===== src/rtl/archinfo_apb4_if.sv =====
// ----------------------------------------------------------------------------
// apb4_if : APB4 bus bundle with master and slave views.
// Revision: 1.0
// ----------------------------------------------------------------------------
`default_nettype none

interface apb4_if;
  logic [31:0] paddr;
  logic [2:0]  pprot;
  logic        psel;
  logic        penable;
  logic        pwrite;
  logic [31:0] pwdata;
  logic [3:0]  pstrb;
  logic        pready;
  logic        pslverr;
  logic [31:0] prdata;

  modport master (
    output paddr, pprot, psel, penable, pwrite, pwdata, pstrb,
    input  pready, pslverr, prdata
  );

  modport slave (
    input  paddr, pprot, psel, penable, pwrite, pwdata, pstrb,
    output pready, pslverr, prdata
  );
endinterface

`default_nettype wire


===== src/rtl/archinfo_apb4.sv =====
// ----------------------------------------------------------------------------
// archinfo_apb4 : APB4 architecture-ID block (writable SYS, read-only IDL/IDH).
// Revision: 1.0
// ----------------------------------------------------------------------------
`default_nettype none

module archinfo_apb4 #(
  parameter logic [31:0] SYS_RST = 32'h101F_1010,
  parameter logic [31:0] IDL_VAL = 32'hFFFF_2022,
  parameter logic [31:0] IDH_VAL = 32'hFFFF_FFFF
) (
  input  logic        clk_i,
  input  logic        rst_n_i,
  apb4_if.slave       apb,
  output logic [31:0] sys_o
);

  localparam logic [1:0] OFF_SYS = 2'd0;
  localparam logic [1:0] OFF_IDL = 2'd1;
  localparam logic [1:0] OFF_IDH = 2'd2;

  logic [31:0] sys_q;
  logic [31:0] sys_d;
  logic [1:0]  off;
  logic        wr_en;

  // Only word offset bits take part in decode; the rest are deliberately dropped.
  logic unused_bits;
  assign unused_bits = ^{apb.paddr[31:4], apb.paddr[1:0], apb.pprot, apb.penable & 1'b0};

  assign off   = apb.paddr[3:2];
  assign wr_en = apb.psel & apb.penable & apb.pwrite & (off == OFF_SYS);

  always_comb begin
    sys_d = sys_q;
    if (wr_en) begin
      for (int n = 0; n < 4; n++) begin
        if (apb.pstrb[n]) begin
          sys_d[8*n +: 8] = apb.pwdata[8*n +: 8];
        end
      end
    end
  end

  always_ff @(posedge clk_i or negedge rst_n_i) begin
    if (!rst_n_i) begin
      sys_q <= SYS_RST;
    end else begin
      sys_q <= sys_d;
    end
  end

  always_comb begin
    apb.prdata = 32'h0;
    if (apb.psel && !apb.pwrite) begin
      case (off)
        OFF_SYS: apb.prdata = sys_q;
        OFF_IDL: apb.prdata = IDL_VAL;
        OFF_IDH: apb.prdata = IDH_VAL;
        default: apb.prdata = 32'h0;
      endcase
    end
  end

  assign apb.pready  = 1'b1;
  assign apb.pslverr = 1'b0;
  assign sys_o       = sys_q;

endmodule

`default_nettype wire


===== src/flat_wrapper.sv =====
// flat-port wrapper written by rule: the top's interface ports become plain ports
module archinfo_apb4_flat 
#(
  parameter logic [31:0] SYS_RST = 32'h101F_1010,
  parameter logic [31:0] IDL_VAL = 32'hFFFF_2022,
  parameter logic [31:0] IDH_VAL = 32'hFFFF_FFFF
)
  (clk_i, rst_n_i, sys_o, apb_paddr, apb_pprot, apb_psel, apb_penable, apb_pwrite, apb_pwdata, apb_pstrb, apb_pready, apb_pslverr, apb_prdata);
  apb4_if apb_i ();
  input  logic clk_i;
  input  logic rst_n_i;
  output logic [31:0] sys_o;
  input wire logic [$bits(apb_i.paddr)-1:0] apb_paddr;
  input wire logic [$bits(apb_i.pprot)-1:0] apb_pprot;
  input wire logic [$bits(apb_i.psel)-1:0] apb_psel;
  input wire logic [$bits(apb_i.penable)-1:0] apb_penable;
  input wire logic [$bits(apb_i.pwrite)-1:0] apb_pwrite;
  input wire logic [$bits(apb_i.pwdata)-1:0] apb_pwdata;
  input wire logic [$bits(apb_i.pstrb)-1:0] apb_pstrb;
  output wire logic [$bits(apb_i.pready)-1:0] apb_pready;
  output wire logic [$bits(apb_i.pslverr)-1:0] apb_pslverr;
  output wire logic [$bits(apb_i.prdata)-1:0] apb_prdata;
  assign apb_i.paddr = apb_paddr;
  assign apb_i.pprot = apb_pprot;
  assign apb_i.psel = apb_psel;
  assign apb_i.penable = apb_penable;
  assign apb_i.pwrite = apb_pwrite;
  assign apb_i.pwdata = apb_pwdata;
  assign apb_i.pstrb = apb_pstrb;
  assign apb_pready = apb_i.pready;
  assign apb_pslverr = apb_i.pslverr;
  assign apb_prdata = apb_i.prdata;
  archinfo_apb4 #(.SYS_RST(SYS_RST), .IDL_VAL(IDL_VAL), .IDH_VAL(IDH_VAL)) u_core (.clk_i(clk_i), .rst_n_i(rst_n_i), .apb(apb_i), .sys_o(sys_o));
endmodule

===== config.mk =====
export PLATFORM = sky130hd
export DESIGN_NAME = archinfo_apb4_flat
export DESIGN_NICKNAME = d
export VERILOG_FILES = /design/src/rtl/archinfo_apb4_if.sv /design/src/rtl/archinfo_apb4.sv /design/src/flat_wrapper.sv
export SDC_FILE = /design/constraint.sdc
export NUM_CORES = 1
export LEC_CHECK = 0
export ABC_AREA = 1
export ABC_CLOCK_PERIOD_IN_PS = 1440
export CAP_MARGIN = 0
export CORE_MARGIN = 2
export CORE_UTILIZATION = 25
export CTS_BUF_LIST = sky130_fd_sc_hd__clkbuf_8
export DETAILED_ROUTE_END_ITERATION = 6
export PLACE_DENSITY = 0.67
export RECOVER_POWER = 25
export SYNTH_ARGS = -nofsm -noshare
export SYNTH_HDL_FRONTEND = slang
export SYNTH_SLANG_ARGS = --single-unit

===== constraint.sdc =====
create_clock -name clk_i -period 1.44 [get_ports clk_i]
set_clock_uncertainty 0.05 [all_clocks]
set_input_delay 0.288 -clock clk_i [delete_from_list [all_inputs] [get_ports clk_i]]
set_output_delay 0.288 -clock clk_i [all_outputs]
set_load 0.02 [all_outputs]

## After elaboration in Yosys (flattened, before gate mapping)

Cells that the tools add are included.

- Register bits: 32
- Input port bits: 76
- Output and inout bits: 66
- Word-level logic and storage cells: 18

- Eq/ne operators: 2
- Mux-type cells: 2
- Bitwise operators: 3
- Reductions and logical operators: 7

Operators with widths:

| operator | number |
|---|---|
| 32-bit case mux with 3 select lines | 1 |
| 32-bit 2-to-1 mux | 1 |
| 2-bit AND reduction | 4 |
| 1-bit bitwise AND | 3 |
| 2-bit by 1-bit == test with 1-bit output (second input constant) | 1 |
| 2-bit == test (second input constant) | 1 |
| 2-bit logical NOT | 1 |
| 1-bit logical AND | 1 |
| 1-bit logical NOT | 1 |

## Depth between registers and ports, before layout

Gate-level depths: netlist of run 1.

- Depth after elaboration: 4
- Gate-level depth with buffers: 8
- Depth with buffers taken out: 7

## Worst setup path before layout of run 1

No wires, ideal clock.

- Path type: input to output
- Start: input port apb_paddr[2]
- End: output port apb_prdata[21]
- Data arrival time: 1.404 ns
- Required time: 1.102 ns
- Setup slack: -0.302 ns
- Stages: 6
- Path buffers: 2
- Path through: inv_1 -> ha_1 -> buf_2 -> buf_1 -> a21oi_1 -> nor2_1

- Cells in the longest elaborated chain, start to end: 3
- Elaborated cells between the ends (all ways): 5
- Those cells by class: eq/ne: 2; mux: 2; reduce/logical: 1

RTL lines:

| what | line | source |
|---|---|---|
| start, declared | flat_wrapper.sv:13 | `input wire logic [$bits(apb_i.paddr)-1:0] apb_paddr;` |
| 2-bit == test (tied with other cells) | archinfo_apb4.sv:56 | `case (off)` |
| 32-bit case mux with 3 select lines * | archinfo_apb4.sv:56 |  |
| 32-bit 2-to-1 mux * | archinfo_apb4.sv:55 | `if (apb.psel && !apb.pwrite) begin` |
| end, declared | flat_wrapper.sv:22 | `output wire logic [$bits(apb_i.prdata)-1:0] apb_prdata;` |

Mark *: on every way between the ends. The rest lies on a longest branch, timed or not.

## Worst setup path in the final report of run 1

- Start: input port apb_paddr[3]
- End: output port apb_prdata[13]

The elaborated chain is that of the path after synthesis.

==> results of run 1 <==
## power breakdown
group | total [mW] | internal (mW) | switching [mW]
logic | 1.72 | 0.854 | 0.869
registers | 1.27 | 1.10 | 0.172
clock network | 0.751 | 0.426 | 0.326
## synthesized netlist by cell type (all sizes together)
cell type	count	area share
a21oi	32	0.093
ha	2	0.015
nand2	71	0.16
clkbuf	6	0.013
o21ai	1	0.0051
conb	2	0.0044
inv	4	0.0087
dfrtp	24	0.35
buf	12	0.048
nand3	32	0.093
nor2	34	0.085
dfstp	8	0.12
## kinds of logic after synthesis
logic type                 share of synthesized area
and+or+nand+nor                                0.341
other                                        0.00437
AOI/OAI and AO/OA                             0.0983
DFF                                            0.472
adders and majority gates                     0.0146
buffers and inverters                         0.0699
## cell usage in the layout (no fill, tap or decap), drive strengths merged
cell type      count
nor2              35
a21oi             32
dfstp              8
dfrtp             24
o21ai              1
nand3             32
inv                4
nand2             71
buf              123
ha                 2
dlygate4sd3        1
clkbuf            17
conb               2
clkdlybuf4s15      2
clkdlybuf4s50     37
## worst max-delay path, cell delays in order
cell	delay (ns)
buf_8	0.08
inv_6	0.03
ha_4	0.20
buf_12	0.14
buf_16	0.13
a21oi_2	0.14
nor2_2	0.05
buf_6	0.12
## layout make-up
cell class              instances  area, um2  area share
clock buffers                   7       96.3      0.0233
repair buffers                173       1730       0.418
well taps                      80        100      0.0242
multi-input cells             175       1370       0.333
inverters                       4       25.0     0.00606
flip-flops and latches         32        811       0.196
## layer usage
layer  global-route usage  routed length [um]
met5                    0                   0
met4               0.0469                  44
met3               0.0559                 475
met2                0.352                3790
met1                0.225                2830
## metrics by stage
step | total power [mW] | worst slack, ns | setup TNS, ns | utilization | cell area (um2)
finish | 3.75 | -0.0867 | -1.53 | 0.615 | 4130
global route | 3.94 | -0.131 | -3.80 | 0.615 | 4130
CTS | 3.75 | -0.143 | -2.84 | 0.613 | 4120
detailed placement | 2.76 | -1.06 | -54.28 | 0.505 | 3390
global placement | 2.73 | -1.02 | -53.14 | 0.505 | 3390
floorplan | 1.86 | 0.00112 | 0 | - | 1920
## timing repair
item                                   CTS  global route
cloned                                   9             0
resized for setup                      385            58
buffers inserted                         5             4
setup endpoints to repair               96            85
hold buffers                             1             0
endpoints found under the hold margin   18             0
pin swaps                               14            20
## worst max path at each step
stage,end,slack (ns),cells after the start
6_report,apb_prdata[13],-0.09,8
5_1_grt,apb_prdata[13],-0.13,8
4_1_cts,apb_prdata[7],-0.14,8
3_5_place_dp,apb_prdata[19],-1.06,7
3_3_place_gp,apb_prdata[18],-1.02,7
2_1_floorplan,apb_prdata[21],0.001,6
==> results.json, run 1 <==
{
  "fmax_ghz": 0.655,
  "placed_cells": 449,
  "synth.net_count": 306,
  "grt_max_degree": 33,
  "r2r_end": "u_core.sys_o[19]",
  "vias_per_cell": 4.61,
  "cp.required_ns": 1.10,
  "cts.htree.levels": 2,
  "area_growth_pct": 140,
  "syn_area_per_cell_um2": 7.53,
  "cp.arrival_ns": 1.19,
  "routed_wl_mm": 7.13,
  "clk_latency_ns": 0.27,
  "rows": 30,
  "min_period_ns": 1.53,
  "drc": 0,
  "leakage_nw": 1.92,
  "yosysWarningCount": 0,
  "antennaDiodeCount": 0,
  "synth.ff_latch_count": 32,
  "hold_depth": 3,
  "ant_nets": 0,
  "numCtsBuffers": 5,
  "setup_slack_ns": -0.0867,
  "start_util": 0.256,
  "gr-total-overflow": 0,
  "finalSetupViolCount": 32,
  "holdWs_ns": 0.486,
  "io_pins": 142,
  "path_clk_slew_ns": 0.07,
  "r2r_start": "u_core.sys_o[19]",
  "power_density_nw_per_um2": 907,
  "drtPass1Iterations": 4,
  "endpoint_kind": "output pin",
  "grt_pass1_vias": 2284,
  "yosys.cell_types.count": 18,
  "start_kind": "primary input",
  "layout.nets": 469,
  "coreArea_um2": 6720,
  "antenna_found_initial": 0,
  "io_buffers": 106,
  "clockBufferDepth": 2,
  "cp-startpoint": "apb_paddr[3]",
  "criticalPathCategory": "primary input to output pin",
  "fill_cells": 598,
  "via_count": 2172,
  "violations": "negative setup slack",
  "hold-path-endpoint": "u_core.sys_o[12]",
  "hpwl_mm": 4.44,
  "gp_congestion": 0.784,
  "max_cap_violations": 0,
  "drt-initial-drc-count": 41,
  "ctsRootBufferMaster": "clkbuf_8",
  "rrSetupSlack_ns": 0.51,
  "worst_pin_slew_ns": 0.839,
  "hold_path.class": "primary input to flip-flop",
  "cp_max_fo": 6,
  "fin_crit_sh": 1.06,
  "ir_drop_mv": 0.472,
  "syn-instance-count": 228,
  "rsz0062_at_grt": "true",
  "fin_cells": 471,
  "cts_tree": "yes",
  "layout-drive-gt1-share": 0.588,
  "die_y_um": 86.9,
  "holdCritStartpoint": "apb_pwdata[12]",
  "die_area_um2": 7550,
  "reg2reg_depth": 3,
  "track_usage": 0.195,
  "hold_viol": 0,
  "largest_register_ffs": 32,
  "seq_area_frac_synth": 0.472,
  "numClockSinks": 32,
  "syn-cell-area_um2": 1720,
  "drv_slew": 0,
  "slew_headroom": 0.440,
  "wire_per_inst_um": 15.1,
  "die_x_um": 86.9,
  "status": "finished, violations left",
  "grt_pass1_wl_mm": 11.3
}
(Power assumes the default switching activity.)
==> run 2: changes to the inputs <==
- SKIP_LAST_GASP: default -> 1
==> results.json, run 2 (synthesis results as in run 1) <==
{
  "worst_pin_slew_ns": 0.847,
  "grt_pass1_vias": 2283,
  "wire_per_inst_um": 15.1,
  "die_x_um": 86.9,
  "mostFrequentLayoutCells": "nand2_1, buf_6, buf_4",
  "grtUsageMet1": 0.225,
  "io_buffers": 106,
  "setup_slack_ns": -0.0975,
  "holdWs_ns": 0.483,
  "status": "finished, violations left",
  "met3_usage": 0.0559,
  "clk_latency_ns": 0.28,
  "leakage_nw": 1.92,
  "hold-path-endpoint": "u_core.sys_o[12]",
  "grt_use_met2": 0.351,
  "cp.arrival_ns": 1.20,
  "slew_headroom": 0.435,
  "routed_wl_mm": 7.11,
  "layout.nets": 469,
  "drtPass1Iterations": 4,
  "hold_depth": 3,
  "min_period_ns": 1.54,
  "vias_per_cell": 4.59,
  "area_growth_pct": 142,
  "antenna_found_initial": 0,
  "hpwl_mm": 4.44,
  "ant_nets": 0,
  "criticalPathCategory": "primary input to output pin",
  "track_usage": 0.194,
  "start_kind": "primary input",
  "io_pins": 142,
  "hold_viol": 0,
  "total_power_mw": 3.76,
  "layout-drive-gt1-share": 0.588,
  "drc": 0,
  "numCtsBuffers": 5,
  "cp.required_ns": 1.10,
  "ctsRootBufferMaster": "clkbuf_8",
  "clockBufferDepth": 2,
  "layout_commonest_cell": "nand2_1",
  "max_cap_violations": 0,
  "hold_path.class": "primary input to flip-flop",
  "drv_slew": 0,
  "cts_tree": "yes",
  "fmax_ghz": 0.650,
  "fin_crit_sh": 1.07,
  "coreArea_um2": 6720,
  "endpoint_kind": "output pin",
  "cp_max_fo": 6,
  "via_count": 2162,
  "die_area_um2": 7550,
  "rsz0062_at_grt": "true",
  "drt-initial-drc-count": 41,
  "grt_max_degree": 33,
  "die_y_um": 86.9,
  "place_ws_ns": -1.06,
  "reg2reg_depth": 3,
  "grt.busiest_layer": "met2",
  "grt_pass1_wl_mm": 11.3,
  "path_clk_slew_ns": 0.06,
  "gp_congestion": 0.784,
  "cts.htree.levels": 2,
  "gr-total-overflow": 0,
  "rrSetupSlack_ns": 0.51,
  "r2r_start": "u_core.sys_o[19]",
  "start_util": 0.256,
  "holdCritStartpoint": "apb_pwdata[12]",
  "r2r_end": "u_core.sys_o[19]",
  "violations": "negative setup slack",
  "numClockSinks": 32,
  "largest_register_ffs": 32,
  "power_density_nw_per_um2": 905,
  "rows": 30,
  "ir_drop_mv": 0.471,
  "fill_cells": 593,
  "finalSetupViolCount": 32,
  "antennaDiodeCount": 0
}
[run 2: cell types whose count changed in the layout (fill, tap and decap cells not counted), sizes merged]
cell           change
buf                -2
clkdlybuf4s15      +2
[run 2: report_power, final]
group / internal, mW / leakage [nW] / switching, mW
Sequential: 1.10 / 0.395 / 0.180
Combinational: 0.860 / 1.48 / 0.869
Clock: 0.426 / 0.0503 / 0.328
[run 2: how the worst max path moves through the flow]
stage | startpoint | end | slack, ns | cells after the start
2_1_floorplan | apb_paddr[3] | apb_prdata[21] | 0.001 | 6
3_3_place_gp | apb_paddr[3] | apb_prdata[18] | -1.02 | 7
3_5_place_dp | apb_paddr[3] | apb_prdata[19] | -1.06 | 7
4_1_cts | apb_paddr[2] | apb_prdata[0] | -0.14 | 8
5_1_grt | apb_paddr[3] | apb_prdata[13] | -0.14 | 8
6_report | apb_paddr[3] | apb_prdata[13] | -0.1 | 8
[run 2: repair_timing]
item                       in CTS  in global routing
cloned                          9                  0
hold buffers                    1                  0
pin swaps                      12                 26
setup endpoints to repair      96                 86
resized for setup             383                 58
buffers inserted                5                  4
hold endpoints to repair       18                  0
[run 2: area by class of cell]
| type | instances | area, um2 | share of cell area |
|---|---|---|---|
| clock buffers | 7 | 96.3 | 0.0232 |
| flip-flops and latches | 32 | 811 | 0.195 |
| repair buffers | 173 | 1730 | 0.416 |
| inverters | 4 | 22.5 | 0.00542 |
| multi-input cells | 175 | 1400 | 0.336 |
| well taps | 80 | 100 | 0.0241 |
[run 2: stage by stage]
stage / utilization / instance area (um2) / setup TNS (ns) / std cells
floorplan: - / 1920 / 0 / 228
detailed placement: 0.505 / 3390 / -54.28 / 449
finish: 0.619 / 4160 / -1.62 / 471
global placement: 0.505 / 3390 / -53.14 / 449
global route: 0.619 / 4160 / -4.10 / 471
CTS: 0.612 / 4110 / -2.98 / 471
[run 2: critical path: stages]
cell and delay [ns]:
buf_8 0.11, inv_6 0.05, ha_4 0.23, buf_12 0.13, buf_16 0.12, a21oi_4 0.05, nor2_2 0.09, buf_6 0.13
[run 2: metal layers]
layer | part of all wire | up-vias
li1 | - | 1061
met1 | 0.40 | 1019
met2 | 0.53 | 78
met3 | 0.067 | 4
met4 | 0.0048 | 0
met5 | 0 | -
==> run 3: changes to the inputs <==
- CELL_PAD_IN_SITES_DETAIL_PLACEMENT: default -> 2
- CELL_PAD_IN_SITES_GLOBAL_PLACEMENT: default -> 2
- CORE_UTILIZATION: 25 -> 14
- PLACE_DENSITY: 0.67 -> default
- PLACE_DENSITY_LB_ADDON: default -> 0.1
==> results.json, run 3 (synthesis results as in run 1) <==
{
  "ir_drop_mv": 0.331,
  "layout-drive-gt1-share": 0.583,
  "clockBufferDepth": 2,
  "die_area_um2": 13200,
  "grt_pass1_wl_mm": 14.3,
  "clk_latency_ns": 0.27,
  "io_pins": 142,
  "hold_path.class": "flip-flop to flip-flop",
  "drtPass1Iterations": 4,
  "slew_headroom": 0.452,
  "coreArea_um2": 12000,
  "cp.arrival_ns": 1.19,
  "violations": "negative setup slack",
  "finalSetupViolCount": 32,
  "max_cap_violations": 0,
  "total_power_mw": 3.81,
  "antenna_found_initial": 0,
  "cts_tree": "yes",
  "endpoint_kind": "output pin",
  "worst_pin_slew_ns": 0.822,
  "setup_slack_ns": -0.0918,
  "antennaDiodeCount": 0,
  "cts.htree.levels": 2,
  "numCtsBuffers": 5,
  "path_clk_slew_ns": 0.07,
  "ant_nets": 0,
  "holdCritStartpoint": "u_core.sys_o[28]",
  "io_buffers": 106,
  "layout_commonest_cell": "nand2_1",
  "mostFrequentLayoutCells": "nand2_1, buf_6, buf_4",
  "crit_end": "apb_prdata[20]",
  "rows": 40,
  "track_usage": 0.141,
  "die_x_um": 115,
  "status": "finished, violations left",
  "numClockSinks": 32,
  "wire_per_inst_um": 16.3,
  "gp_congestion": 0.711,
  "routed_wl_mm": 8.86,
  "area_growth_pct": 153,
  "criticalPathCategory": "primary input to output pin",
  "via_count": 2232,
  "gr-total-overflow": 0,
  "hold_viol": 0,
  "fin_crit_sh": 1.06,
  "r2r_start": "u_core.sys_o[18]",
  "drt-initial-drc-count": 31,
  "largest_register_ffs": 32,
  "holdWs_ns": 0.449,
  "cp.required_ns": 1.10,
  "rrSetupSlack_ns": 0.54,
  "min_period_ns": 1.53,
  "ctsRootBufferMaster": "clkbuf_8",
  "rsz0062_at_grt": "true",
  "start_util": 0.143,
  "placed_area_um2": 3490,
  "final_area_um2": 4350,
  "vias_per_cell": 4.11,
  "start_kind": "primary input",
  "cp_max_fo": 7,
  "leakage_nw": 1.97,
  "drc": 0,
  "r2r_end": "u_core.sys_o[18]",
  "fmax_ghz": 0.653,
  "power_density_nw_per_um2": 877,
  "grt_pass1_vias": 2535,
  "hpwl_mm": 6.12,
  "grt_max_degree": 22,
  "drv_slew": 0,
  "reg2reg_depth": 3,
  "die_y_um": 115,
  "cp-startpoint": "apb_paddr[3]",
  "layout.nets": 473
}
run 3: per-layer routing:
layer	track usage	share of wire	vias to the layer above
li1	-	-	1064
met2	0.256	0.53	67
met3	0.0358	0.058	2
met4	0.0169	0.0033	0
met5	0	0	-
met1	0.172	0.41	1099
run 3: critical path, cell delays in order:
cell and delay [ns]:
buf_8 0.11, buf_6 0.11, ha_4 0.15, inv_4 0.06, nand2_8 0.07, buf_16 0.16, nor2_4 0.12, buf_6 0.12
run 3: what timing repair did:
| action | CTS | global route |
|---|---|---|
| hold endpoints to repair | 5 | 0 |
| pin swaps | 36 | 23 |
| hold buffers | 1 | 0 |
| gates cloned | 7 | 0 |
| setup buffers | 12 | 1 |
| setup endpoints to repair | 96 | 79 |
| resized for setup | 432 | 29 |
run 3: final cells by class:
type	instances	area (um2)
Inverter	4	27.5
Multi-Input combinational cell	174	1430
Tap cell	147	184
Clock inverter	2	7.51
Sequential cell	32	811
Fill cell	1322	7670
Timing Repair Buffer	178	1810
Clock buffer	6	82.6
run 3: worst min path at each step:
stage,to,depth (start not counted),slack (ns)
after floorplan,u_core.sys_o[0],0,-0.06
after CTS,u_core.sys_o[30],2,0.40
final,u_core.sys_o[28],2,0.45
after global routing,u_core.sys_o[28],2,0.49
after detailed placement,u_core.sys_o[30],1,0.16
after global placement,u_core.sys_o[30],1,0.17
run 3: metrics by stage:
step	utilization	instances	worst slack (ns)	TNS [ns]
after floorplan	-	228	0.00112	0
after global placement	0.291	516	-1.06	-54.50
after detailed placement	0.291	516	-1.08	-56.87
after CTS	0.364	544	-0.194	-3.09
after global routing	0.362	543	-0.128	-3.83
final	0.362	543	-0.0918	-2.26
run 3: where the power goes:
part	internal (mW)	switching (mW)	leakage, nW
clock	0.376	0.346	0.0538
sequential	1.10	0.178	0.395
combinational	0.899	0.914	1.52
